<file path="src/rtl/ob_drain_if.sv">
// ob_drain_if: the output-buffer memory read port and the valid/ready word stream of ob_drain.
// master = the drain engine, slave = the memory and the downstream consumer.
interface ob_drain_if #(
    parameter int W  = 64,
    parameter int AW = 6
);
    logic          ob_mem_cenb_o;
    logic          ob_mem_wenb_o;
    logic [AW-1:0] ob_mem_addr_o;
    logic [W-1:0]  ob_mem_q_i;
    logic [W-1:0]  data_o;
    logic          valid_o;
    logic          ready_i;
    logic          last_o;

    modport master (
        output ob_mem_cenb_o, ob_mem_wenb_o, ob_mem_addr_o, data_o, valid_o, last_o,
        input  ob_mem_q_i, ready_i
    );

    modport slave (
        input  ob_mem_cenb_o, ob_mem_wenb_o, ob_mem_addr_o, data_o, valid_o, last_o,
        output ob_mem_q_i, ready_i
    );
endinterface

</file>
<file path="src/rtl/ob_drain.sv">
// ob_drain: reads num_rows consecutive output-buffer words and streams them over valid/ready.
// Build macro OB_DRAIN_CHECKSUM_EN adds a running XOR checksum of the transferred words.
module ob_drain #(
    parameter int WIDTH  = 16,
    parameter int COL    = 4,
    parameter int O_SIZE = 64,
    localparam int W     = COL * WIDTH,
    localparam int AW    = $clog2(O_SIZE)
) (
    input  logic          clk_i,
    input  logic          rst_async_i,
    input  logic          start_i,
    input  logic [AW-1:0] base_addr_i,
    input  logic [AW:0]   num_rows_i,
    output logic          busy_o,
    output logic          done_o,
    output logic [W-1:0]  checksum_o,
    ob_drain_if.master    bus
);
    localparam logic [1:0]    ST_IDLE   = 2'd0;
    localparam logic [1:0]    ST_RUN    = 2'd1;
    localparam logic [1:0]    ST_DONE   = 2'd2;
    localparam logic [AW:0]   ROW_ONE   = {{AW{1'b0}}, 1'b1};
    localparam logic [AW-1:0] ADDR_LAST = AW'(O_SIZE - 1);

    logic [1:0]    state_q, state_d;
    logic          cenb_q, cenb_d;
    logic [AW-1:0] addr_q, addr_d;
    logic [AW:0]   rows_q, rows_d;
    logic [AW:0]   iss_q, iss_d;
    logic [AW:0]   xfer_cnt_q, xfer_cnt_d;
    logic          rvalid_q, rvalid_d;
    logic [1:0]    cnt_q, cnt_d;
    logic [W-1:0]  buf0_q, buf0_d, buf1_q, buf1_d;
    logic          busy_q, busy_d, done_q, done_d;

    logic          valid_s, xfer_s, last_s, pop_s, store_s;
    logic [W-1:0]  data_s;
    logic [1:0]    slot_s;
    logic [2:0]    held_s;

    function automatic logic [AW-1:0] next_addr(input logic [AW-1:0] a);
        if (a == ADDR_LAST) begin
            return {AW{1'b0}};
        end else begin
            return a + {{(AW-1){1'b0}}, 1'b1};
        end
    endfunction

    // Output side: the oldest buffered word, else the word returning from memory this cycle.
    always_comb begin
        valid_s = 1'b0;
        data_s  = {W{1'b0}};
        if (cnt_q != 2'd0) begin
            valid_s = 1'b1;
            data_s  = buf0_q;
        end else if (rvalid_q) begin
            valid_s = 1'b1;
            data_s  = bus.ob_mem_q_i;
        end else begin
            valid_s = 1'b0;
            data_s  = {W{1'b0}};
        end
        xfer_s = valid_s && bus.ready_i;
        last_s = valid_s && (xfer_cnt_q == (rows_q - ROW_ONE));
    end

    // Control FSM, read issue and address generation. A read is issued only if the buffer
    // will still have room next cycle, counting the word the current read brings back.
    always_comb begin
        state_d    = state_q;
        cenb_d     = 1'b1;
        addr_d     = addr_q;
        rows_d     = rows_q;
        iss_d      = iss_q;
        xfer_cnt_d = xfer_cnt_q;
        held_s     = {1'b0, cnt_q} + {2'b00, rvalid_q} + {2'b00, ~cenb_q} - {2'b00, xfer_s};
        case (state_q)
            ST_IDLE: begin
                if (start_i) begin
                    rows_d     = num_rows_i;
                    addr_d     = base_addr_i;
                    xfer_cnt_d = {(AW+1){1'b0}};
                    if (num_rows_i != {(AW+1){1'b0}}) begin
                        state_d = ST_RUN;
                        cenb_d  = 1'b0;
                        iss_d   = ROW_ONE;
                    end else begin
                        state_d = ST_DONE;
                        iss_d   = {(AW+1){1'b0}};
                    end
                end else begin
                    state_d = ST_IDLE;
                end
            end
            ST_RUN: begin
                if (!cenb_q) begin
                    addr_d = next_addr(addr_q);
                end else begin
                    addr_d = addr_q;
                end
                if (xfer_s) begin
                    xfer_cnt_d = xfer_cnt_q + ROW_ONE;
                end else begin
                    xfer_cnt_d = xfer_cnt_q;
                end
                if (xfer_s && last_s) begin
                    state_d = ST_DONE;
                end else if ((held_s < 3'd2) && (iss_q < rows_q)) begin
                    cenb_d = 1'b0;
                    iss_d  = iss_q + ROW_ONE;
                end else begin
                    cenb_d = 1'b1;
                end
            end
            ST_DONE: begin
                state_d = ST_IDLE;
            end
            default: begin
                state_d = ST_IDLE;
            end
        endcase
        busy_d = (state_d != ST_IDLE);
        done_d = (state_d == ST_DONE);
    end

    // Two-entry buffer: a returning word is captured unless it leaves straight away.
    always_comb begin
        rvalid_d = ~cenb_q;
        pop_s    = xfer_s && (cnt_q != 2'd0);
        store_s  = rvalid_q && !(xfer_s && (cnt_q == 2'd0));
        slot_s   = cnt_q - {1'b0, pop_s};
        buf0_d   = buf0_q;
        buf1_d   = buf1_q;
        if (pop_s) begin
            buf0_d = buf1_q;
        end else begin
            buf0_d = buf0_q;
        end
        if (store_s) begin
            if (slot_s == 2'd0) begin
                buf0_d = bus.ob_mem_q_i;
            end else begin
                buf1_d = bus.ob_mem_q_i;
            end
        end else begin
            buf1_d = buf1_q;
        end
        cnt_d = cnt_q - {1'b0, pop_s} + {1'b0, store_s};
    end

    // State registers.
    always_ff @(posedge clk_i or posedge rst_async_i) begin
        if (rst_async_i) begin
            state_q    <= ST_IDLE;
            cenb_q     <= 1'b1;
            addr_q     <= {AW{1'b0}};
            rows_q     <= {(AW+1){1'b0}};
            iss_q      <= {(AW+1){1'b0}};
            xfer_cnt_q <= {(AW+1){1'b0}};
            rvalid_q   <= 1'b0;
            cnt_q      <= 2'd0;
            buf0_q     <= {W{1'b0}};
            buf1_q     <= {W{1'b0}};
            busy_q     <= 1'b0;
            done_q     <= 1'b0;
        end else begin
            state_q    <= state_d;
            cenb_q     <= cenb_d;
            addr_q     <= addr_d;
            rows_q     <= rows_d;
            iss_q      <= iss_d;
            xfer_cnt_q <= xfer_cnt_d;
            rvalid_q   <= rvalid_d;
            cnt_q      <= cnt_d;
            buf0_q     <= buf0_d;
            buf1_q     <= buf1_d;
            busy_q     <= busy_d;
            done_q     <= done_d;
        end
    end

`ifdef OB_DRAIN_CHECKSUM_EN
    logic [W-1:0] csum_q, csum_d;

    function automatic logic [W-1:0] csum_fold(input logic [W-1:0] acc, input logic [W-1:0] word);
        return acc ^ word;
    endfunction

    // Checksum clears on start acceptance and holds after the drain until the next start.
    always_comb begin
        csum_d = csum_q;
        if ((state_q == ST_IDLE) && start_i) begin
            csum_d = {W{1'b0}};
        end else if (xfer_s) begin
            csum_d = csum_fold(csum_q, data_s);
        end else begin
            csum_d = csum_q;
        end
    end

    // Checksum register.
    always_ff @(posedge clk_i or posedge rst_async_i) begin
        if (rst_async_i) begin
            csum_q <= {W{1'b0}};
        end else begin
            csum_q <= csum_d;
        end
    end

    assign checksum_o = csum_q;
`else
    assign checksum_o = {W{1'b0}};
`endif

    assign bus.ob_mem_cenb_o = cenb_q;
    assign bus.ob_mem_wenb_o = 1'b1;
    assign bus.ob_mem_addr_o = addr_q;
    assign bus.data_o        = data_s;
    assign bus.valid_o       = valid_s;
    assign bus.last_o        = last_s;
    assign busy_o            = busy_q;
    assign done_o            = done_q;
endmodule

</file>
<file path="src/flat_wrapper.sv">
// flat-port wrapper written by rule: the top's interface ports become plain ports
module ob_drain_flat 
#(
    parameter int WIDTH  = 16,
    parameter int COL    = 4,
    parameter int O_SIZE = 64,
    localparam int W     = COL * WIDTH,
    localparam int AW    = $clog2(O_SIZE)
)
  (clk_i, rst_async_i, start_i, base_addr_i, num_rows_i, busy_o, done_o, checksum_o, bus_ob_mem_cenb_o, bus_ob_mem_wenb_o, bus_ob_mem_addr_o, bus_data_o, bus_valid_o, bus_last_o, bus_ob_mem_q_i, bus_ready_i);
  ob_drain_if #(.W((WIDTH * COL)), .AW(($clog2(O_SIZE)))) bus_i ();
  input  logic clk_i;
  input  logic rst_async_i;
  input  logic start_i;
  input  logic [AW-1:0] base_addr_i;
  input  logic [AW:0] num_rows_i;
  output logic busy_o;
  output logic done_o;
  output logic [W-1:0] checksum_o;
  output wire logic [$bits(bus_i.ob_mem_cenb_o)-1:0] bus_ob_mem_cenb_o;
  output wire logic [$bits(bus_i.ob_mem_wenb_o)-1:0] bus_ob_mem_wenb_o;
  output wire logic [$bits(bus_i.ob_mem_addr_o)-1:0] bus_ob_mem_addr_o;
  output wire logic [$bits(bus_i.data_o)-1:0] bus_data_o;
  output wire logic [$bits(bus_i.valid_o)-1:0] bus_valid_o;
  output wire logic [$bits(bus_i.last_o)-1:0] bus_last_o;
  input wire logic [$bits(bus_i.ob_mem_q_i)-1:0] bus_ob_mem_q_i;
  input wire logic [$bits(bus_i.ready_i)-1:0] bus_ready_i;
  assign bus_ob_mem_cenb_o = bus_i.ob_mem_cenb_o;
  assign bus_ob_mem_wenb_o = bus_i.ob_mem_wenb_o;
  assign bus_ob_mem_addr_o = bus_i.ob_mem_addr_o;
  assign bus_data_o = bus_i.data_o;
  assign bus_valid_o = bus_i.valid_o;
  assign bus_last_o = bus_i.last_o;
  assign bus_i.ob_mem_q_i = bus_ob_mem_q_i;
  assign bus_i.ready_i = bus_ready_i;
  ob_drain #(.WIDTH(WIDTH), .COL(COL), .O_SIZE(O_SIZE)) u_core (.clk_i(clk_i), .rst_async_i(rst_async_i), .start_i(start_i), .base_addr_i(base_addr_i), .num_rows_i(num_rows_i), .busy_o(busy_o), .done_o(done_o), .checksum_o(checksum_o), .bus(bus_i));
endmodule
</file>
<file path="config.mk">
export PLATFORM = sky130hd
export DESIGN_NAME = ob_drain_flat
export DESIGN_NICKNAME = d
export VERILOG_FILES = /design/src/rtl/ob_drain_if.sv /design/src/rtl/ob_drain.sv /design/src/flat_wrapper.sv
export SDC_FILE = /design/constraint.sdc
export NUM_CORES = 1
export LEC_CHECK = 0
export ABC_AREA = 1
export CAP_MARGIN = 15
export CORE_MARGIN = 5
export CORE_UTILIZATION = 50
export CTS_CLUSTER_SIZE = 25
export DETAILED_ROUTE_END_ITERATION = 7
export GPL_TIMING_DRIVEN = 0
export PLACE_DENSITY = 0.8
export SYNTH_ARGS = -nofsm -noshare
export SYNTH_HDL_FRONTEND = slang
export SYNTH_SLANG_ARGS = --single-unit
export TNS_END_PERCENT = 20
</file>
<file path="constraint.sdc">
create_clock -name clk_i -period 18.3 [get_ports clk_i]
set_input_delay 4.575 -clock clk_i [delete_from_list [all_inputs] [get_ports clk_i]]
set_output_delay 4.575 -clock clk_i [all_outputs]
set_load 0.02 [all_outputs]
</file>
==> impl_metrics.csv <==
group,metric,value,unit
detailed_routing,drcViolationCount,0,
detailed_routing,antenna_left,0,
sta,fin_skew,0.00543,ns
detailed_routing,post_drt_wl_per_cell,15.6,um
final_layout,num-nets-final,1476,
sta,fmaxAchievable,91.5,MHz
yosys,synth_top_area_cell,"dfrtp_1",
sta,setup_viol,0,
run,drv_cap,0,
cts,cts_max_level,4,
setup_path,worst_path_most_repeated_cell,"clkdlybuf4s50_1",
setup_path,crit_slowest_cell,"clkdlybuf4s50_1",
yosys,synth_compound_gate_area_share,18.3,%
detailed_routing,drt-total-wl,25300,um
yosys,postSynthAreaPerCell,8.13,sq um
outcome,status,"complete, no violations",
yosys,synth_area_leaders,"dfrtp_1 (44%), nand2_1 (13%), buf_4 (5.8%)",
sta,hold_viol,0,
final_layout,final_common_cell,"nand2_1",
die,core,18100,sq um
worst_hold_path,holdCritStartpoint,"u_core.buf1_q[13]$_DFFE_PP0P_",
power_and_ir_drop,irDropWorstVdd,81.0,uV
grt,grt_start_max_net_pins,107,
cts,cts_root_buffer,"clkbuf_16",
placement,gp_congestion,0.888,
detailed_routing,dr.pass1.iters,5,
sta,fin_crit,10.93,ns
grt,grt_use_total,23.6,%
yosys,synthSimpleGateAreaFrac,20.7,%
sta,fin_setup_tns,0,ns
sta,worst_pin_slew,0.561,ns
final_layout,postLayoutCellArea,12000,sq um
grt,grt_antenna_before_repair,1,
yosys,yosysUniqueCellTypes,40,
sta,grt_setup_unrepaired,"false",
sta,slew-limit-headroom,62.6,%
yosys,synthCells,1142,
setup_path,cp_data_arrival_time,6.36,ns
setup_path,required,13.73,ns
final_layout,nFillCells,1483,
cts,clk_pin_slew,0.06,ns
power_and_ir_drop,power_density,194,nW/um^2
detailed_routing,viasPerCell,5.17,
detailed_routing,vias,8384,
setup_path,cp_cell_sequence,"clkdlybuf4s50_1 > inv_1 > o31ai_1 > clkdlybuf4s50_1",
cts,clockBufferDepth,2,
setup_path,cp-startpoint,"bus_ob_mem_q_i[5]",
die,die_w,146,um
yosys,synth-seq-area-share,43.9,%
cts,cts_hold_buffers,0,
yosys,synth_top_area_share,43.7,%
cts,post_cts_buffers,0,
yosys,synth.area.mux_share,0,%
die,io-pin-count,221,
power_and_ir_drop,p_sw_share,44.7,%
setup_path,critical-path-top-delay-family,"buffers and inverters",
setup_path,crit_fanout,2,
yosys,synth_top_family_by_area,"simple AND/OR/NAND/NOR gates",
setup_path,crit_buf_inv,3,
placement,io_buffer_count,155,
power_and_ir_drop,power_switching,1040,uW
die,num_rows,49,
sta,hold-worst-slack,0.481,ns
placement,dpl.hpwl,17900,um
power_and_ir_drop,power_frac_clock,16.1,%
cts,clock_latency,0.43,ns
yosys,yosys_warnings,0,
power_and_ir_drop,p_leak,0.00590,uW
cts,cts_resized,0,
sta,drv_slew,0,
grt,overflow,0,
final_layout,postLayoutCoreUtil,66.2,%
final_layout,layout_common_cells,"nand2_1 (330), dfrtp_1 (162), clkdlybuf4s50_1 (155), inv_1 (107), nor2_1 (87)",
worst_hold_path,hold_path.class,"reg2reg",
setup_path,worstReg2RegStart,"u_core.cnt_q[0]$_DFF_PP0_",
final_layout,syn2layout_area_growth,29.4,%
die,die_area,21400,sq um
power_and_ir_drop,seqPwrFrac,27.8,%
die,initial_core_util,51.2,%
placement,dpl_cell_area,11400,sq um
power_and_ir_drop,p_int,1290,uW
yosys,yosys.area_share.adder,2.10,%
die,fp.dieH,146,um
cts,cts_tree,"built",
yosys,synth_xor_area_share,0.472,%
cts,cts_sinks,163,
power_and_ir_drop,power_frac_comb,56.0,%
setup_path,worstSetupEndpointType,"output pin",
setup_path,critPathKind,"in2out",
grt,grt_pass1_wl,41400,um
yosys,ys_ff_latch,163,
setup_path,critPathLaunchType,"input port",
grt,grt_pass1_vias,8150,
yosys,syn_area,9290,sq um
final_layout,layout-drive-gt1-share,16.5,%
setup_path,critPathMaxStageDelay,0.70,ns
cts,cts-buffers-inserted,17,
detailed_routing,drt_iter0_drc,548,
sta,final_min_period_over_clock_period,59.7,%
final timing paths:
| check | to | slack [ns] | depth (start not counted) |
|---|---|---|---|
| setup / recovery | bus_data_o[5] | 7.37 | 4 |
| max in group asynchronous | u_core.buf1_q[54]$_DFFE_PP0P_ | 12.86 | 3 |
| hold / removal | u_core.buf1_q[13]$_DFFE_PP0P_ | 0.48 | 2 |
| min in group asynchronous | u_core.buf1_q[15]$_DFFE_PP0P_ | 4.56 | 2 |
| hold reg to reg | u_core.buf1_q[13]$_DFFE_PP0P_ | 0.48 | 2 |
| setup reg to reg | u_core.iss_q[1]$_DFFE_PP0P_ | 15.05 | 14 |
kinds of logic (layout without fill, tap and decap cells):
family,count (synthesis),after routing
DFF,163,163
adders and majority gates,15,15
AOI/OAI and AO/OA,240,240
xor gates and xnor gates,5,5
other,2,66
buffers and inverters,245,433
and+or+nand+nor,472,472
routing by layer:
layer | share of wire [%] | global-route usage [%]
met5 | 0 | 0
met4 | 2.7 | 9.27
met3 | 7.0 | 4.90
met2 | 49 | 38.9
met1 | 41 | 30.7
power groups by stage:
stage	Clock [uW]	Combinational, uW	Sequential (uW)
2_1_floorplan	0	859	633
3_3_place_gp	0	1270	641
3_5_place_dp	0	1300	648
4_1_cts	380	1310	645
5_1_grt	398	1430	668
6_report	376	1310	648
area by class of cell:
type | count | area, sq um | area share (%)
clock buffer | 18 | 439 | 3.65
multi-input combinational | 797 | 4100 | 34.2
clock inverter | 14 | 179 | 1.49
inverter | 114 | 435 | 3.62
sequential | 163 | 4080 | 34.0
buffer | 131 | 911 | 7.58
tap | 229 | 287 | 2.38
antenna | 1 | 2.50 | 0.0208
timing repair buffer | 156 | 1580 | 13.1
worst reg2reg max path, cell delays in order (launching register included):
cell	delay (ns)
dfrtp_1	0.42
nor2_4	0.27
a21oi_4	0.13
ha_1	0.31
inv_1	0.04
ha_1	0.27
a21o_1	0.19
fa_1	0.38
or2_0	0.23
a21oi_1	0.18
nand4_1	0.15
nand2_2	0.20
nand3_2	0.21
nand2_1	0.12
nand2_1	0.05
cells in the mapped netlist (all sizes together):
cell type / instances
nor3: 6
clkinv: 1
o22ai: 1
inv: 113
buf: 114
nand3: 19
a22oi: 1
a21o: 2
xor2: 3
and3: 2
o21ai: 90
or2: 3
dfstp: 1
nand2: 335
clkbuf: 17
nand4: 13
fa: 1
dfrtp: 162
conb: 2
ha: 14
nor4: 1
a21oi: 17
xnor2: 2
nor2: 92
a31oi: 66
nand3b: 1
o31ai: 63
registers in the layout, summed over array words and instances (netlist names):
signal / flops
u_core.buf0_q: 64
u_core.buf1_q: 64
u_core.bus.ob_mem_addr_o: 6
u_core.bus.ob_mem_cenb_o: 1
u_core.busy_o: 1
u_core.cnt_q: 2
u_core.done_o: 1
u_core.iss_q: 7
u_core.rows_q: 7
u_core.rvalid_q: 1
u_core.state_q: 2
u_core.xfer_cnt_q: 7
metrics by stage:
| step | power [uW] | instances | worst slack [ns] |
|---|---|---|---|
| 6_report | 2330 | 1623 | 7.37 |
| 3_3_place_gp | 1910 | 1589 | 7.00 |
| 5_1_grt | 2500 | 1623 | 7.40 |
| 3_5_place_dp | 1950 | 1590 | 7.44 |
| 2_1_floorplan | 1490 | 1205 | 8.52 |
| 4_1_cts | 2340 | 1622 | 7.45 |
Note: power is estimated with default switching activity, not from simulation.
==> RTL change 1 (same flow settings) <==
`COL` is set to 4 in 2 places; all go to 8.
--- a/src/rtl/ob_drain.sv
+++ b/src/rtl/ob_drain.sv
@@ -2,7 +2,7 @@
 // Build macro OB_DRAIN_CHECKSUM_EN adds a running XOR checksum of the transferred words.
 module ob_drain #(
     parameter int WIDTH  = 16,
-    parameter int COL    = 4,
+    parameter int COL    = 8,
     parameter int O_SIZE = 64,
     localparam int W     = COL * WIDTH,
     localparam int AW    = $clog2(O_SIZE)
--- a/src/flat_wrapper.sv
+++ b/src/flat_wrapper.sv
@@ -2,7 +2,7 @@
 module ob_drain_flat 
 #(
     parameter int WIDTH  = 16,
-    parameter int COL    = 4,
+    parameter int COL    = 8,
     parameter int O_SIZE = 64,
     localparam int W     = COL * WIDTH,
     localparam int AW    = $clog2(O_SIZE)
Interface: changed (resized bus_data_o, bus_ob_mem_q_i and checksum_o); port bits go from 221 to 413. The function was not compared with the original's and may differ.
==> RTL change 1 against the original RTL <==
Synthesized area increased by 68%; wire length increased by 99%; clock skew increased by 0.0025 ns; core utilization increased by 0.84 points; register-to-register slack about the same; power increased by 75%; first-iteration DRC count increased to 2.6 times the old value; worst setup slack improved by 0.0035 ns; critical path type unchanged; sequential cell count increased by 128; cell area increased by 72%.
==> RTL change 1: results (changes against the original RTL) <==
| Metric | Value |
|---|---|
| Status | finished, final reports clean |
| Dpl hpwl | 35,400 um (+97%) |
| Gpl congestion | 0.890 (+0.29%) |
| GRT Total Usage | 27.5% (+3.9 points) |
| Port Buffers | 283 (+83%) |
| Synth async-reset ratio | 100% (unchanged) |
| Clk Latency, worst-skew pair | 0.56 ns (+0.13 ns) |
| Nets | 2,583 (+75%) |
| Post-Place Cells | 2,786 (+75%) |
| Synth area leaders | dfrtp_1 (46%), nand2_1 (14%), buf_4 (6.9%) |
| Avg WL per Cell | 17.7 um (+14%) |
| Peak supply drop | 0.106 mV (+31%) |
| CP max stage delay | 0.71 ns |
| Critical path peak fanout | 2 (unchanged) |
| Post-CTS Resized | 0 (unchanged) |
| Synth Area in Compound Gates | 17.1% (-1.2 points) |
| Area share of fa/ha/maj cells after synthesis | 1.25% (-0.85 points) |
| R2R depth | 14 (unchanged) |
| Vias | 15,200 (+81%) |
| Worst Hold Depth | 2 (unchanged) |
| Remaining Overflow, GRT | 0 (unchanged) |
| Crit-path slowest cell | clkdlybuf4s50_1 |
| Synth Flop Type | dfrtp_1 |
| Non-Filler Instances | 2,847 (+75%) |
| Post-Synth XOR/XNOR Area | 0.224% (-0.25 points) |
| Tightest Pin Transition | 0.975 ns (+0.414 ns) |
| # Post-CTS Setup Buffers | 0 (unchanged) |
| Int Pwr | 2.25 mW (+74%) |
| Critical path arrival | 6.35 ns (about the same) |
| Initial antenna violation count | 8 (+7) |
| Clock skew | 0.00790 ns (+0.00247 ns) |
| Largest net degree at the start of global routing | 110 (+2.8%) |
| Total CTS buffers | 31 (+14) |
| Top flop regs | u_core.buf0_q: 128 flops, u_core.buf1_q: 128 flops |
| Post-Syn Instances | 1,978 (+73%) |
| H-tree levels | 1 (-3) |
| Share of cells above drive strength 1 | 11.5% (-5.1 points) |
| Starting DRT DRC Count | 1,422 (+160%) |
| Commonest cells post-synth | nand2_1 (589), dfrtp_1 (290), inv_1 (173), nor2_1 (149), o21ai_0 (144) |
| Pleak | 10.1 nW (+72%) |
| Yosys warns | 0 (unchanged) |
| Library cells used by synthesis | 44 (+10%) |
| Max-cap violations | 0 (unchanged) |
| Register area share after synthesis | 46.6% (+2.7 points) |
| Reg clk slew, reported paths | 0.06 ns (about the same) |
| CTS max path bufs | 3 (+1) |
| DRT Pass-1 Iters | 5 (unchanged) |
| Wire length of the first global-routing pass | 79,700 um (+92%) |
==> RTL change 1: path summary, 6_finish.rpt <==
| path | from | endpoint | slack [ns] |
|---|---|---|---|
| worst max-delay path | bus_ob_mem_q_i[5] | bus_data_o[5] | 7.37 |
| worst min-delay path | u_core.buf1_q[127]$_DFFE_PP0P_ | u_core.buf1_q[127]$_DFFE_PP0P_ | 0.49 |
| worst max register to register | u_core.cnt_q[1]$_DFF_PP0_ | u_core.iss_q[0]$_DFFE_PP0P_ | 15.06 |
| worst min register to register | u_core.buf1_q[127]$_DFFE_PP0P_ | u_core.buf1_q[127]$_DFFE_PP0P_ | 0.49 |
| max in group asynchronous | rst_async_i | u_core.buf1_q[64]$_DFFE_PP0P_ | 12.73 |
| min in group asynchronous | rst_async_i | u_core.buf0_q[119]$_DFF_PP0_ | 4.54 |
==> RTL change 1: final cells by class <==
class	count	area, um2
flip-flops and latches	291	7280
plain buffers	258	1590
inverters	178	676
clock buffers	43	891
clock inverters	12	214
repair buffers	285	2890
fillers	2474	10100
multi-input cells	1378	6570
diodes	6	15.0
well taps	396	495
==> RTL change 1: cells by family after synthesis <==
group                      count (synthesis)
AOI/OAI and AO/OA                        429
buffers and inverters                    436
adders and majority gates                 15
and+or+nand+nor                          801
DFF                                      291
xor gates and xnor gates                   4
other                                      2
==> RTL change 1: stage by stage <==
stage          total power [mW]  instance area (um2)  worst slack, ns
6_report                   4.08                20600             7.37
5_1_grt                    4.34                20600             7.34
4_1_cts                    4.08                20600             7.37
3_5_place_dp               3.37                19500             7.38
3_3_place_gp               3.30                19400             2.08
2_1_floorplan              2.47                16100             5.69
==> RTL change 1: routing by layer <==
layer  wire, um  global-route usage (%)  share of wire (%)  vias up
met5         25                       0              0.050        -
met4       1880                    10.8                3.7        4
li1           -                       -                  -     7099
met3       4430                    5.94                8.8      122
met2      23900                    44.8                 47      767
met1      20200                    36.2                 40     7176
==> RTL change 1: worst max-delay path, delay by kind of cell <==
kind,cells,cell delay [ns]
compound gates,1,0.43
buf+inv,3,1.34
==> RTL change 1: power by group through the flow <==
| stage | clock, mW | sequential (mW) | combinational (mW) |
|---|---|---|---|
| detailed placement | 0 | 1.15 | 2.22 |
| finish | 0.681 | 1.16 | 2.24 |
| floorplan | 0 | 1.12 | 1.36 |
| CTS | 0.690 | 1.15 | 2.24 |
| global route | 0.715 | 1.19 | 2.43 |
| global placement | 0 | 1.14 | 2.16 |
==> RTL change 2 (same flow settings) <==
Without the edit above. Add a define of `OB_DRAIN_CHECKSUM_EN`.
--- a/src/rtl/ob_drain.sv
+++ b/src/rtl/ob_drain.sv
@@ -1,5 +1,7 @@
 // ob_drain: reads num_rows consecutive output-buffer words and streams them over valid/ready.
 // Build macro OB_DRAIN_CHECKSUM_EN adds a running XOR checksum of the transferred words.
+`define OB_DRAIN_CHECKSUM_EN
+
 module ob_drain #(
     parameter int WIDTH  = 16,
     parameter int COL    = 4,
Function: changed (a bounded check fails within 4 cycles, from zero or initial values and one cycle with rst_async_i high).
==> RTL change 2 against the original RTL <==
Power up 36%; cell area up 24%; clock skew up 0.0047 ns; critical endpoint is now bus_data_o[24]; synthesized area up 23%; synthesized cell count up 22%; sequential cell count up 64; sequential share of layout area up 4.3 points; via count up 28%; critical path depth unchanged; worst setup slack better by 0.30 ns; clock power up 40%; wire length up 35%.
==> RTL change 2: results (changes against the original RTL) <==
| Metric | Value |
|---|---|
| Post-Synth XOR/XNOR Area | 0.383% (-0.088 points) |
| Pleak | 7.11 nW (+20%) |
| Library cells used by synthesis | 38 (-5.0%) |
| R2R Setup Slk | 14.55 ns (-0.50 ns) |
| Non-Filler Instances | 1,946 (+20%) |
| Share of cells above drive strength 1 | 8.43% (-8.1 points) |
| Clock skew | 0.0101 ns (+0.00466 ns) |
| Worst Setup SP | bus_ob_mem_q_i[24] |
| Commonest cells post-synth | nand2_1 (247), dfrtp_1 (226), inv_1 (172), o21ai_0 (136), o21ai_1 (108) |
| Largest net degree at the start of global routing | 126 (+18%) |
| Avg WL per Cell | 17.5 um (+12%) |
| Combinational power share | 55.1% (-0.9 points) |
| Vias | 10,700 (+28%) |
| Min Hold Slack | 0.487 ns (+0.00559 ns) |
| DRT Pass-1 Iters | 5 (unchanged) |
| Clk root buf | clkbuf_16 |
| Port Buffers | 219 (+41%) |
| Area share of fa/ha/maj cells after synthesis | 1.71% (-0.39 points) |
| GRT Total Usage | 25.7% (+2.1 points) |
| Critical path peak fanout | 3 (+1) |
| Reg-to-reg endpoint | u_core.iss_q[6]$_DFFE_PP0P_ |
| Status | finished, final reports clean |
| Hold_sp | u_core.buf1_q[2]$_DFFE_PP0P_ |
| CTS max path bufs | 3 (+1) |
| Place WS | 7.67 ns (+0.230 ns) |
| Register area share after synthesis | 49.8% (+5.8 points) |
| Synth Area in Compound Gates | 16.6% (-1.7 points) |
| Starting DRT DRC Count | 822 (+50%) |
| Gpl congestion | 0.881 (-0.78%) |
| Post-Syn Instances | 1,394 (+22%) |
| Synth area leaders | dfrtp_1 (50%), nand2_1 (8.1%), o21ai_0 (6.0%) |
| R2R depth | 18 (+4) |
| Peak supply drop | 0.135 mV (+66%) |
| Clk Latency, worst-skew pair | 0.52 ns (+0.09 ns) |
| Min-Delay Endpoint | u_core.buf1_q[2]$_DFFE_PP0P_ |
| Power Combinational | 1.75 mW (+34%) |
| Sw Share | 44.2% (-0.49 points) |
| Syn Nets | 1,490 |
| Reg-to-Reg Start | u_core.cnt_q[1]$_DFF_PP0_ |
| Initial antenna violation count | 2 (+1) |
| Post-DP Area | 14,000 um2 (+23%) |
| Nets | 1,737 (+18%) |
| Critical path arrival | 6.06 ns (-0.30 ns) |
| Dpl hpwl | 23,700 um (+32%) |
[RTL change 2: changes by cell type in the layout (fill, tap and decap cells not counted), sizes merged, moves of 63 or more]
cell	before	now
clkdlybuf4s50	155	219
nand2	335	251
o21ai	90	244
nand3	19	87
and3	2	66
conb	65	1
o31ai	63	0
dfrtp	162	226
[RTL change 2: final cells by class]
class / count / area [um2] / area share (%)
repair buffers: 220 / 2220 / 14.9
clock buffers: 36 / 697 / 4.69
diodes: 1 / 2.50 / 0.0168
plain buffers: 89 / 455 / 3.06
multi-input cells: 902 / 4620 / 31.1
flip-flops and latches: 227 / 5680 / 38.2
well taps: 285 / 357 / 2.40
inverters: 176 / 668 / 4.50
clock inverters: 10 / 156 / 1.05
[RTL change 2: worst max-delay path: cells and delay by family]
family	cells	cell delay, ns
buf+inv	2	1.18
compound gates	1	0.22
simple gates	1	0.09
[RTL change 2: layer usage]
metal / GRT usage [%] / routed length (um) / up-vias / part of all wire [%]
li1: - / - / 5107 / -
met1: 34.0 / 14000 / 5152 / 41
met2: 43.0 / 16400 / 398 / 48
met3: 5.72 / 2820 / 65 / 8.3
met4: 7.48 / 901 / 2 / 2.6
met5: 0 / 13 / - / 0.038
[RTL change 2: worst max-delay path by stage]
stage	end	slack (ns)	cells past startpoint
2_1_floorplan	u_core.buf0_q[0]$_DFF_PP0_	7.51	1
3_3_place_gp	u_core.checksum_o[18]$_DFFE_PP0P_	4.40	2
3_5_place_dp	bus_data_o[25]	7.67	4
4_1_cts	bus_data_o[25]	7.67	4
5_1_grt	bus_data_o[26]	7.62	4
6_report	bus_data_o[24]	7.66	4
